[src/rtl/t01_wb_pkg.sv]
// Shared types and constants for the team 01 Wishbone bus manager.
package t01_wb_pkg;

  // DONE is reserved; it exists so an illegal encoding has a defined exit.
  typedef enum logic [1:0] {
    IDLE  = 2'd0,
    LATCH = 2'd1,
    BUS   = 2'd2,
    DONE  = 2'd3
  } wb_state_t;

  localparam logic [3:0]  WB_SEL_ALL          = 4'b1111;
  localparam logic [31:0] WB_ERR_DATA_DEFAULT = 32'hDEAD_BEEF;

endpackage

[src/rtl/t01_wishbone_manager.sv]
// Converts single-cycle read/write strobes from the request unit into one
// classic Wishbone single-beat cycle, with a bounded wait for ACK_I/ERR_I.
module t01_wishbone_manager
  import t01_wb_pkg::*;
#(
  parameter int unsigned TIMEOUT_CYCLES = 255,
  parameter logic [31:0] ERR_DATA       = WB_ERR_DATA_DEFAULT
) (
  input  logic        clk,
  input  logic        nRST,
  input  logic        read_i,
  input  logic        write_i,
  input  logic [31:0] adr_i,
  input  logic [31:0] cpu_dat_i,
  input  logic [3:0]  sel_i,
  output logic        busy_o,
  output logic [31:0] cpu_dat_o,
  output logic        bus_err,
  output logic        CYC_O,
  output logic        STB_O,
  output logic        WE_O,
  output logic [31:0] ADR_O,
  output logic [31:0] DAT_O,
  output logic [3:0]  SEL_O,
  input  logic [31:0] DAT_I,
  input  logic        ACK_I,
  input  logic        ERR_I
);

  wb_state_t   state_q, state_d;
  logic        op_q, op_d;          // 1 = write
  logic [7:0]  cnt_q, cnt_d;
  logic        cyc_q, cyc_d;
  logic        stb_q, stb_d;
  logic        we_q, we_d;
  logic [31:0] adr_q, adr_d;
  logic [31:0] dat_q, dat_d;
  logic [3:0]  sel_q, sel_d;
  logic [31:0] rdata_q, rdata_d;
  logic        err_q, err_d;
  logic        timeout;

  // Fires in the BUS cycle in which the count of BUS cycles reaches the limit.
  assign timeout = (TIMEOUT_CYCLES != 0) && ((32'(cnt_q) + 32'd1) >= TIMEOUT_CYCLES);

  // Next-state and next-output logic for the request/bus sequencer.
  always_comb begin
    state_d = state_q;
    op_d    = op_q;
    cnt_d   = cnt_q;
    cyc_d   = cyc_q;
    stb_d   = stb_q;
    we_d    = we_q;
    adr_d   = adr_q;
    dat_d   = dat_q;
    sel_d   = sel_q;
    rdata_d = rdata_q;
    err_d   = 1'b0;
    unique case (state_q)
      IDLE: begin
        if (read_i || write_i) begin
          state_d = LATCH;
          op_d    = write_i;
        end
      end
      // Address is only valid one cycle after the strobe, so capture here.
      LATCH: begin
        state_d = BUS;
        cyc_d   = 1'b1;
        stb_d   = 1'b1;
        we_d    = op_q;
        adr_d   = adr_i;
        dat_d   = cpu_dat_i;
        sel_d   = sel_i;
        cnt_d   = 8'd0;
      end
      BUS: begin
        cnt_d = (cnt_q == 8'hFF) ? cnt_q : cnt_q + 8'd1;
        if (ERR_I || ACK_I || timeout) begin
          state_d = IDLE;
          cyc_d   = 1'b0;
          stb_d   = 1'b0;
          we_d    = 1'b0;
          adr_d   = '0;
          dat_d   = '0;
          sel_d   = '0;
          // ERR_I beats ACK_I; a timeout only counts when the slave is silent.
          if (ERR_I || !ACK_I) begin
            err_d = 1'b1;
            if (!op_q) rdata_d = ERR_DATA;
          end else if (!op_q) begin
            rdata_d = DAT_I;
          end
        end
      end
      DONE: begin
        state_d = IDLE;
        cyc_d   = 1'b0;
        stb_d   = 1'b0;
        we_d    = 1'b0;
        adr_d   = '0;
        dat_d   = '0;
        sel_d   = '0;
      end
      default: state_d = IDLE;
    endcase
  end

  // State and registered bus outputs; reset clears the bus asynchronously.
  always_ff @(posedge clk or negedge nRST) begin
    if (!nRST) begin
      state_q <= IDLE;
      op_q    <= 1'b0;
      cnt_q   <= 8'd0;
      cyc_q   <= 1'b0;
      stb_q   <= 1'b0;
      we_q    <= 1'b0;
      adr_q   <= '0;
      dat_q   <= '0;
      sel_q   <= '0;
      rdata_q <= '0;
      err_q   <= 1'b0;
    end else begin
      state_q <= state_d;
      op_q    <= op_d;
      cnt_q   <= cnt_d;
      cyc_q   <= cyc_d;
      stb_q   <= stb_d;
      we_q    <= we_d;
      adr_q   <= adr_d;
      dat_q   <= dat_d;
      sel_q   <= sel_d;
      rdata_q <= rdata_d;
      err_q   <= err_d;
    end
  end

  assign busy_o    = (state_q != IDLE);
  assign cpu_dat_o = rdata_q;
  assign bus_err   = err_q;
  assign CYC_O     = cyc_q;
  assign STB_O     = stb_q;
  assign WE_O      = we_q;
  assign ADR_O     = adr_q;
  assign DAT_O     = dat_q;
  assign SEL_O     = sel_q;

endmodule

[config.mk]
export PLATFORM = sky130hd
export DESIGN_NAME = t01_wishbone_manager
export DESIGN_NICKNAME = d
export VERILOG_FILES = /design/src/rtl/t01_wb_pkg.sv /design/src/rtl/t01_wishbone_manager.sv
export SDC_FILE = /design/constraint.sdc
export NUM_CORES = 1
export LEC_CHECK = 0
export ABC_AREA = 1
export BUFFER_PORTS_ARGS = -buffer_cell sky130_fd_sc_hd__buf_4
export CORE_AREA = 4 4 110 112
export DETAILED_ROUTE_END_ITERATION = 12
export DIE_AREA = 0 0 114 116
export PLACE_DENSITY = 0.73
export SETUP_SLACK_MARGIN = 0.15
export SLEW_MARGIN = 20
export SYNTH_ARGS = -nofsm -noshare
export SYNTH_HDL_FRONTEND = slang
export SYNTH_SLANG_ARGS = --single-unit
[constraint.sdc]
create_clock -name clk -period 2.3 [get_ports clk]
set_input_delay 0.23 -clock clk [delete_from_list [all_inputs] [get_ports clk]]
set_output_delay 0.23 -clock clk [all_outputs]
set_load 0.02 [all_outputs]
After elaboration in Yosys (flattened, before gate mapping). Cells that the tools add are included. Widths: inputs -> output; s select.

Register bits: 114. Latch bits: 0. Bits in writable memories: 0. ROM bits: 0. Output and inout port bits: 105. Word-level logic and storage cells: 54. Memories: 0.

Add/subtract/negate cells: 2. Multipliers: 0. Div/mod/pow operators: 0. Magnitude comparators: 1. Equality and inequality tests: 7. Shift operators: 0. Muxes and demuxes: 19. Bitwise logic cells: 1. Reduce and logical (&&, ||, !) cells: 14.

Operators by type and width (number): $pmux 32 s3 (2); $mux 32 (4); $pmux 8 s2 (1); $pmux 4 s3 (1); $add 8x1->9 const B (1); $ge 9x8->1 const B (1); $add 8x1->8 const B (1); $eq 8x8->1 const B (1); $mux 8 (1); $pmux 2 s4 (1); $reduce_and 2->1 (4); $ne 2x2->1 const B (3); $pmux 1 s3 (2); $eq 2x2->1 const B (2); $logic_or 1x1->1 (4); $mux 1 (4); $mux 2 (2); $mux 4 (1); $reduce_bool 2->1 (2); $reduce_and 3->1 (1); $reduce_bool 3->1 (1); $eq 2x1->1 const B (1); $logic_not 2->1 (1); $logic_not 1->1 (1); $not 1->1 (1).

Logic depth before layout (Yosys ltp).
Depth after elaboration: 5. Gate-level depth with buffers: 13. Depth with buffers taken out: 12.

Least setup slack after synthesis. No wires, ideal clock.

Kind: flip-flop to flip-flop. From: register cnt_q[0]. To: register dat_q[0] (netlist: DAT_O[0]). Library setup time: 117 ps. Arrival time: 1659 ps. Required time: 2183 ps. Setup slack: 525 ps. Cell stages (with the launch flop): 13. Period minus slack after synthesis: 1775 ps. Cells stage by stage: dfrtp_1 -> ha_1 -> nand2_1 -> inv_1 -> nor2_1 -> nand3_1 -> nor2_1 -> nand3_2 -> nand3_2 -> nand2_4 -> buf_12 -> nand2_2 -> nand2_1.

Longest elaborated chain between the ends: 5.

Ends and longest elaborated chain: from (decl) (line t01_wishbone_manager.sv:32) `logic [7:0] cnt_q, cnt_d;`; from (signal assigned) (line t01_wishbone_manager.sv:126) `cnt_q <= cnt_d;`; $add 8x1->9 (line t01_wishbone_manager.sv:44) `assign timeout = (TIMEOUT_CYCLES != 0) && ((32'(cnt_q) + 32'd1) >= TIMEOUT_CYCLES);`; $ge 9x8->1 (line t01_wishbone_manager.sv:44); $logic_or 1x1->1 (line t01_wishbone_manager.sv:79) `if (ERR_I || ACK_I || timeout) begin`; $ne 2x2->1 (no line); $reduce_and 2->1 (no line); to (signal assigned) (line t01_wishbone_manager.sv:131) `dat_q <= dat_d;`; to (decl) (line t01_wishbone_manager.sv:37) `logic [31:0] dat_q, dat_d;`.

Every way passes these cells. A chain may end at the register's enable or synchronous reset.

Worst setup path after layout.
From: register cnt_q[0]. To: register adr_q[29] (netlist: ADR_O[29]).

Longest elaborated chain between the ends: 5.

Ends and longest elaborated chain: $add 8x1->9 (line t01_wishbone_manager.sv:44); $ge 9x8->1 (line t01_wishbone_manager.sv:44); $logic_or 1x1->1 (line t01_wishbone_manager.sv:79); $ne 2x2->1 (no line); $reduce_and 2->1 (no line); to (signal assigned) (line t01_wishbone_manager.sv:130) `adr_q <= adr_d;`; to (decl) (line t01_wishbone_manager.sv:36) `logic [31:0] adr_q, adr_d;`.

Every way passes these cells.

==> metrics.cfg <==
[global_routing]
grt-ovfl-total = 0
grt_pass1_wl_um = 22300
grt_usage = 0.213
antenna_found_initial = 0
grt_max_degree = 70
grt_pass1_vias = 4457

[sta]
rsz0062_at_grt = yes
period_share = 0.889
post-route-min-period_ps = 2040
setup_viol = 0
slew_headroom = 0.512
hold_viol = 0
slew_viol_final = 0
setup_tns_ps = 0
clock.fmax_ghz = 0.489
holdWs_ps = 26.3
worst_pin_slew_ps = 731
skew_ps = 7.82

[route]
drc_errors = 0
drt_iter0_markers = 330
drt_wl_total_um = 15000
wl_per_cell_um = 15.8
drt-vias-per-instance = 4.99
vias = 4710
drtAntennaViolNets = 0
first_pass_iters = 5

[finish]
stdcell_area_sq_um = 7420
layout_commonest_cell = nand2_1
multiInputGateArea_sq_um = 1860
syn2layout_area_growth_pct = 49.6
final_cell_mix = 282 x nand2_1, 216 x buf_4, 113 x dfrtp_1
seq_area_sq_um = 2850
antennaDiodeCount = 0
fillerInstances = 923
drive_above_1_share = 0.390
num-nets-final = 896

[worst_setup_path]
r2r_setup_slack_ps = 260
path_cells = ha_1, nand2_1, inv_1, nor2_2, nand3_1, nor2_1, nand3_2, nand3_4, nand2_8, buf_6, nand2_1, nand2_1
worst_ep_required_time_ps = 2590
cp_top_family = simple AND/OR/NAND/NOR gates
max_stage_delay_ps = 440
end_kind = flip-flop
startpoint = cnt_q[0]
cp-start-kind = flip-flop
r2r_cells = 12
cp_num_cells = 12
critPathCapture = ADR_O[29]
crit_type = reg -> reg
crit_arrival_ps = 2340
cpMostUsedCell = nand2_1
regToRegEndpoint = ADR_O[29]
crit_fanout = 11
r2r-start = cnt_q[0]
path_buf_inv = 2
cp_slowest_cell = dfrtp_2

[clocking]
cts_buffers = 17
root_buffer = clkbuf_16
clk_pin_slew_ps = 60
cts_buffer_depth = 2
cts_tree = done
clock_latency_ps = 410
cts_max_level = 4
cts_sinks = 114

[placed_design]
dpl.hpwl_um = 9850
port_buffers = 210
dpl_cell_area_sq_um = 6600
gp_congestion = 0.898

[pwr]
ir_worst_vdd_uv = 740
power.leakage_nw = 4.08
comb_power_share = 0.437
switching_share = 0.402
powerDensity_nw_per_um2 = 1450
internal-power_w = 0.00646
switchingPower_w = 0.00433
seq_power_share = 0.306
power_frac_clock = 0.257

[floorplanning]
die_area_sq_um = 13200
io_pins = 211
dieWidth_um = 114
initial_core_util = 0.442
rows = 39
core-area_sq_um = 11200
fp.dieH_um = 116

[synth]
post_synth.cell_area_avg_sq_um = 8.68
syn_area_sq_um = 4960
synth_cells = 571
synth_cell_types = 27
yosysWarnings = 0
synthesis.nets = 679
ys_seq_area_frac = 0.575
ys_ff_latch = 114

[worst_hold_path]
min_from = cpu_dat_i[21]
hold_path.class = in -> reg

[status]
status = complete, no violations

[flow_run]
drv_cap = 0

==> registers in the layout, indices dropped and copies added, names as in the netlist <==
name	cells
STB_O	1
cnt_q	8
DAT_O	32
cpu_dat_o	32
op_q	1
state_q	2
bus_err	1
SEL_O	4
ADR_O	32
WE_O	1
==> synthesized netlist by cell type (all sizes together) <==
master,count,area share
dfrtp,114,0.58
nand3,11,0.016
xor2,1,0.0018
o21bai,1,0.0015
inv,22,0.017
nor2,22,0.019
or2,24,0.030
nand2,299,0.24
o22ai,3,0.0038
a22o,1,0.0018
clkinv,2,0.0015
ha,2,0.0050
buf,14,0.031
nand4,32,0.040
o21ai,6,0.0061
clkbuf,17,0.013
==> stage by stage <==
stage / setup slack [ps] / instances / power [W] / util
detailed placement: 173 / 901 / 0.00764 / 0.588
floorplan: 525 / 571 / 0.00587 / -
global placement: 287 / 901 / 0.00751 / 0.588
finish: 256 / 944 / 0.0108 / 0.661
global route: 138 / 944 / 0.0114 / 0.661
CTS: 149 / 934 / 0.0105 / 0.645
==> layer usage <==
layer | vias to the layer above | track usage | wire length [um]
met1 | 2233 | 0.283 | 6270
met2 | 224 | 0.335 | 7240
met5 | - | 0 | 0
met3 | 26 | 0.0595 | 1180
met4 | 0 | 0.0831 | 266
li1 | 2227 | - | -
==> cell families (layout without fill, tap and decap cells) <==
kind of cell    count (synthesis)  in the layout  synth area share
xor+xnor                        1              1           0.00177
buf+inv                        55            282            0.0623
compound gates                 11             11            0.0131
simple gates                  388            391             0.342
fa+ha+maj                       2              2           0.00505
flops                         114            114             0.575
==> how the worst min path moves through the flow <==
| stage | to | slack [ps] | depth (start not counted) |
|---|---|---|---|
| after floorplan | ADR_O[0] | -70 | 0 |
| after global placement | bus_err | 150 | 1 |
| after global routing | ADR_O[11] | 20 | 3 |
| final | DAT_O[21] | 30 | 3 |
| after detailed placement | bus_err | 150 | 1 |
| after CTS | ADR_O[30] | 10 | 3 |
==> cell type report <==
type                       instances  share of cell area
clock inverter                    15              0.0282
inverter                          24              0.0121
multi-input combinational        405               0.251
tap                              143              0.0241
sequential                       114               0.385
clock buffer                      17              0.0574
timing repair buffer             226               0.242
==> power by group through the flow <==
stage          Sequential (W)  Combinational (W)  Clock [W]
6_report              0.00330            0.00471    0.00278
5_1_grt               0.00339            0.00512    0.00292
4_1_cts               0.00329            0.00437    0.00282
3_5_place_dp          0.00330            0.00434          0
3_3_place_gp          0.00330            0.00422          0
2_1_floorplan         0.00412            0.00175          0
==> repair_timing <==
item                                   in CTS  in global routing
endpoints found under the hold margin      21                  0
cloned                                      0                  7
setup endpoints to repair                   1                 85
hold buffers                                1                  0
resized for setup                           0                 10
pin swaps                                   0                  3
setup buffers                               0                  3
==> tightest hold or removal path, stage by stage <==
cell and delay, ps:
buf_4 70, nand2_1 40, nand2_1 50
(Power assumes the default switching activity.)
